===== src/rtl/dct_rx_ctrl.sv =====
// Purpose: frame sequencer between UART receiver and DCT engine (sync hunt, block load, checksum, start/hold-off).
// Latency: every output is registered; a byte strobe at cycle T shows its effect (write, start, error) at T+1.
// Backpressure: none toward the receiver; bytes arriving while the engine is busy are dropped with an overrun pulse.
module dct_rx_ctrl #(
    parameter int         ADDR_W         = 6,
    parameter logic [7:0] SYNC_BYTE      = 8'hA5,
    parameter int         TIMEOUT_CYCLES = 187500
) (
    input  logic              clk,
    input  logic              reset,
    input  logic [7:0]        rx_byte,
    input  logic              rx_valid,
    input  logic              dct_done,
    output logic              wr_en,
    output logic [ADDR_W-1:0] wr_addr,
    output logic [7:0]        wr_data,
    output logic              dct_start,
    output logic              busy,
    output logic              err_checksum,
    output logic              err_timeout,
    output logic              overrun,
    output logic [7:0]        frame_count
);

    // Inter-byte timer is a fixed 24-bit counter; the limit is compared one
    // count early so the abandon decision lands on the cycle the count would
    // reach TIMEOUT_CYCLES.
    localparam int               TMR_W    = 24;
    localparam logic [TMR_W-1:0] TMR_LAST = TMR_W'(TIMEOUT_CYCLES - 1);

    localparam logic [1:0] ST_HUNT  = 2'd0;
    localparam logic [1:0] ST_LOAD  = 2'd1;
    localparam logic [1:0] ST_CHECK = 2'd2;
    localparam logic [1:0] ST_BUSY  = 2'd3;

    logic [1:0]        state;
    logic [1:0]        state_nxt;
    logic [ADDR_W-1:0] addr;
    logic [7:0]        sum;
    logic [TMR_W-1:0]  timer;

    // Per-cycle decisions taken by the sequencer.
    logic in_frame;     // LOAD or CHECK: the timer is running
    logic last_addr;    // current address is the final slot of the block
    logic timer_hit;    // timer is one count short of the limit
    logic sync_hit;     // a sync byte seen while hunting
    logic load_byte;    // sample byte written into the buffer
    logic chk_ok;       // checksum byte matches the running sum
    logic chk_bad;      // checksum byte differs from the running sum
    logic tmo;          // frame abandoned for inactivity
    logic drop;         // byte discarded because the engine is busy

    assign in_frame  = (state == ST_LOAD) || (state == ST_CHECK);
    assign last_addr = (addr == {ADDR_W{1'b1}});
    assign timer_hit = (timer == TMR_LAST);

    // Next-state and event decode; an arriving byte always takes priority over the timeout.
    always_comb begin
        state_nxt = state;
        sync_hit  = 1'b0;
        load_byte = 1'b0;
        chk_ok    = 1'b0;
        chk_bad   = 1'b0;
        tmo       = 1'b0;
        drop      = 1'b0;
        case (state)
            ST_HUNT: begin
                if (rx_valid && (rx_byte == SYNC_BYTE)) begin
                    sync_hit  = 1'b1;
                    state_nxt = ST_LOAD;
                end
            end
            ST_LOAD: begin
                if (rx_valid) begin
                    load_byte = 1'b1;
                    if (last_addr) begin
                        state_nxt = ST_CHECK;
                    end
                end else if (timer_hit) begin
                    tmo       = 1'b1;
                    state_nxt = ST_HUNT;
                end
            end
            ST_CHECK: begin
                if (rx_valid) begin
                    if (rx_byte == sum) begin
                        chk_ok    = 1'b1;
                        state_nxt = ST_BUSY;
                    end else begin
                        chk_bad   = 1'b1;
                        state_nxt = ST_HUNT;
                    end
                end else if (timer_hit) begin
                    tmo       = 1'b1;
                    state_nxt = ST_HUNT;
                end
            end
            default: begin
                // Engine running: nothing is accepted, not even a sync byte.
                drop = rx_valid;
                if (dct_done) begin
                    state_nxt = ST_HUNT;
                end
            end
        endcase
    end

    // Sequencer state register.
    always_ff @(posedge clk or posedge reset) begin
        if (reset) begin
            state <= ST_HUNT;
        end else begin
            state <= state_nxt;
        end
    end

    // Write address and running checksum: cleared on sync, advanced per sample byte.
    always_ff @(posedge clk or posedge reset) begin
        if (reset) begin
            addr <= '0;
            sum  <= '0;
        end else if (sync_hit) begin
            addr <= '0;
            sum  <= '0;
        end else if (load_byte) begin
            addr <= addr + 1'b1;
            sum  <= sum + rx_byte;
        end
    end

    // Inter-byte idle timer: runs only inside a frame, restarts on every byte.
    always_ff @(posedge clk or posedge reset) begin
        if (reset) begin
            timer <= '0;
        end else if (!in_frame || rx_valid || tmo) begin
            timer <= '0;
        end else begin
            timer <= timer + 1'b1;
        end
    end

    // Buffer write port: one-cycle strobe with the address and data of the sample byte.
    always_ff @(posedge clk or posedge reset) begin
        if (reset) begin
            wr_en   <= 1'b0;
            wr_addr <= '0;
            wr_data <= '0;
        end else begin
            wr_en <= load_byte;
            if (load_byte) begin
                wr_addr <= addr;
                wr_data <= rx_byte;
            end
        end
    end

    // One-cycle status pulses for start, checksum error, timeout and overrun.
    always_ff @(posedge clk or posedge reset) begin
        if (reset) begin
            dct_start    <= 1'b0;
            err_checksum <= 1'b0;
            err_timeout  <= 1'b0;
            overrun      <= 1'b0;
        end else begin
            dct_start    <= chk_ok;
            err_checksum <= chk_bad;
            err_timeout  <= tmo;
            overrun      <= drop;
        end
    end

    // Busy flag mirrors the engine-running state; frame counter counts verified frames.
    always_ff @(posedge clk or posedge reset) begin
        if (reset) begin
            busy        <= 1'b0;
            frame_count <= '0;
        end else begin
            busy <= (state_nxt == ST_BUSY);
            if (chk_ok) begin
                frame_count <= frame_count + 8'd1;
            end
        end
    end

endmodule

===== config.mk =====
export PLATFORM = sky130hd
export DESIGN_NAME = dct_rx_ctrl
export DESIGN_NICKNAME = d
export VERILOG_FILES = /design/src/rtl/dct_rx_ctrl.sv
export SDC_FILE = /design/constraint.sdc
export NUM_CORES = 1
export LEC_CHECK = 0
export CORE_UTILIZATION = 55
export CTS_CLUSTER_DIAMETER = 150
export CTS_CLUSTER_SIZE = 14
export DETAILED_ROUTE_END_ITERATION = 6
export GPL_TIMING_DRIVEN = 1
export HOLD_SLACK_MARGIN = 0.05
export PLACE_DENSITY = 0.77
export SLEW_MARGIN = 30
export SYNTH_ARGS = -nofsm -noshare
export SYNTH_HDL_FRONTEND = slang
export SYNTH_SLANG_ARGS = --single-unit
export TNS_END_PERCENT = 10

===== constraint.sdc =====
create_clock -name clk -period 6.14 [get_ports clk]
set_input_delay 1.842 -clock clk [delete_from_list [all_inputs] [get_ports clk]]
set_output_delay 1.842 -clock clk [all_outputs]
set_load 0.02 [all_outputs]

==> results_dict.tcl <==
set metrics [dict create \
    yosysUniqueCellTypes 45 \
    crit_slowest_cell "inv_1" \
    syn-cell-area_um2 3450 \
    vias 2629 \
    critPathKind "input pin to flip-flop" \
    cts_buffers 9 \
    clock_sinks 68 \
    cellLeakagePower_uw 0.00186 \
    cts_tree "yes" \
    cap_violations 0 \
    cts_setup_buffers 0 \
    startpoint_type "input pin" \
    grt_usage_pct 22.5 \
    yosysMostFrequentCell "dfrtp_1" \
    coreArea_um2 5990 \
    grt_pass1_wl_mm 11.1 \
    clkTransAtPathRegs_ps 80 \
    synth_xor_area_share_pct 8.88 \
    ctsHtreeMaxLevel 3 \
    holdWs_ps 481 \
    cp_num_buf_inv 2 \
    grt_start_max_net_pins 37 \
    max_freq_mhz 228 \
    ys.warnings.count 0 \
    cp_cell_sequence "clkdlybuf4s50_1, nand2_1, inv_1, nand4_1, or3_1, a21oi_1" \
    io_buffers 39 \
    drc 0 \
    synth_area_per_cell_um2 9.67 \
    grt_overflow 0 \
    yosys-top-cells-count "68 x dfrtp_1, 67 x nand2_1, 40 x nor2_1, 18 x xnor2_1" \
    min_path_cells 1 \
    setup-tns-final_ps 0 \
    setup_violations 0 \
    rr_worst_depth 7 \
    dr.pass1.iters 4 \
    min_period_ps 4390 \
    fin_worst_skew_ps 8.93 \
    synth-adder-area-share_pct 5.65 \
    min_to "frame_count[7]" \
    synth-async-reset-ratio_pct 100 \
    ir_worst_vdd_mv 0.215 \
    synth_compound_area_share_pct 6.74 \
    place_area_um2 3910 \
    antenna_found_initial 0 \
    yosys.area_share.simple_pct 26.5 \
    drt_iter0_drc 165 \
    post_cts_resized 0 \
    cp.required_ps 6400 \
    dp.final_hpwl_mm 4.70 \
    worstReg2RegEnd "addr[5]" \
    die_w_um 81.2 \
    die_h_um 81.2 \
    clock_latency_ps 340 \
    grt_pass1_vias 2509 \
    hold_class "flip-flop to flip-flop" \
    synth.largest_area_cell "dfrtp_1" \
    synthFlopType "dfrtp_1" \
    outcome "finished clean" \
    worst_ep_arrival_time_ps 4650 \
    finalCritPeriodShare_pct 71.4 \
    worstHoldStart "frame_count[7]" \
    gp_congestion 0.869 \
    synthCells 357 \
    start_util_pct 57.6 \
    crit_path_max_fanout 27 \
    final_cell_area_um2 4130 \
    max_slew_margin_pct 39.7 \
    worst_pin_slew_ps 903 \
    cp_top_family "buffers and inverters" \
    power_density_nw_per_um2 334 \
    rows 28 \
    dieArea_um2 6600 \
    synth_nets 384 \
    crit_start "rx_valid" \
    yosysSeqAreaShare_pct 49.3 \
    muxShareOfSynthArea_pct 0.326 \
    slew_viol_final 0 \
    cts_root_buf "clkbuf_8" \
    clk_path_buf_depth 2 \
    nets 427 \
    vias_per_cell 5.48 \
    drive_above_1_share_pct 8.40 \
    ys_ff_latch 68 \
    rrSetupSlack_ps 3080 \
    utilization_pct 69.0 \
    slowest_delay_ps 820 \
    wl_mm 6.59 \
    antenna_left 0 \
    hold_viol 0 \
    rsz0062_at_grt "no" \
    hold_buffers 0 \
    synth_edf_count 0 \
    synth_area_leaders "dfrtp_1 49%, nand2_1 7.3%, ha_1 5.1%" \
    yosysTopAreaCellShare_pct 49.3 \
    r2r-start "state[1]" \
    cp-end-kind "flip-flop" \
    antenna_cells 0 \
    pin_count 40 \
    areaGrowthSynthToFinish_pct 19.7 \
    wl_per_cell_um 13.7 \
    synth_top_family_by_area "simple AND/OR/NAND/NOR gates" \
]
## where the power goes
group	switching, uW	leakage, uW	internal [uW]
Sequential	53.1	0.000914	520
Combinational	222	0.000848	176
Clock	180	0.000102	230
## per-layer routing
layer | track usage (%) | part of all wire [%]
met1 | 28.3 | 46
met2 | 38.2 | 50
met3 | 3.71 | 3.4
met4 | 9.64 | 1.4
met5 | 0 | 0
## worst max-delay path by stage
stage,endpoint,slack (ps),cells past startpoint
after floorplan,addr[0],2590,1
after global placement,addr[5],1530,6
after detailed placement,addr[5],1410,6
after CTS,addr[5],1770,6
after global routing,addr[5],1500,6
final,addr[5],1750,6
## placed cells by master, fill, tap and decap left out, types with 3 or more instances in the layout
cell type	n
xor2_1	17
nand4_1	10
clkbuf_8	9
ha_1	14
clkdlybuf4s50_1	39
nand2_1	67
a21o_1	3
dfrtp_1	68
and3_1	3
a21oi_1	17
and4_1	3
a31oi_1	4
inv_1	14
or3_1	5
clkinvlp_4	3
o21ai_0	8
xnor2_1	18
nor4_1	4
nor2_1	40
nor3_1	5
nor2b_1	3
nand3_1	13
## registers in the layout (all words and copies together) (netlist names)
register / flops
sum: 8
dct_start: 1
frame_count: 8
wr_data: 8
err_checksum: 1
wr_en: 1
addr: 6
err_timeout: 1
busy: 1
overrun: 1
timer: 24
state: 2
wr_addr: 6
## cell families after synthesis
kind of cell / after synthesis
adders and majority gates: 15
buffers and inverters: 23
and+or+nand+nor: 176
DFF: 68
muxes: 1
xor gates and xnor gates: 35
AOI/OAI and AO/OA: 39
## per-stage QoR
stage	power, uW	setup WS [ps]	cells
6_report	1380	1750	480
5_1_grt	1460	1500	480
4_1_cts	1400	1770	480
3_5_place_dp	981	1410	464
3_3_place_gp	969	1530	464
2_1_floorplan	846	2590	357
## layout make-up
type | count | area, um2
Multi-Input combinational cell | 266 | 1660
Tap cell | 75 | 93.8
Clock buffer | 9 | 124
Clock inverter | 7 | 100
Fill cell | 473 | 1860
Sequential cell | 68 | 1700
Inverter | 15 | 56.3
Timing Repair Buffer | 40 | 398
Power figures use the tool's default switching activity.
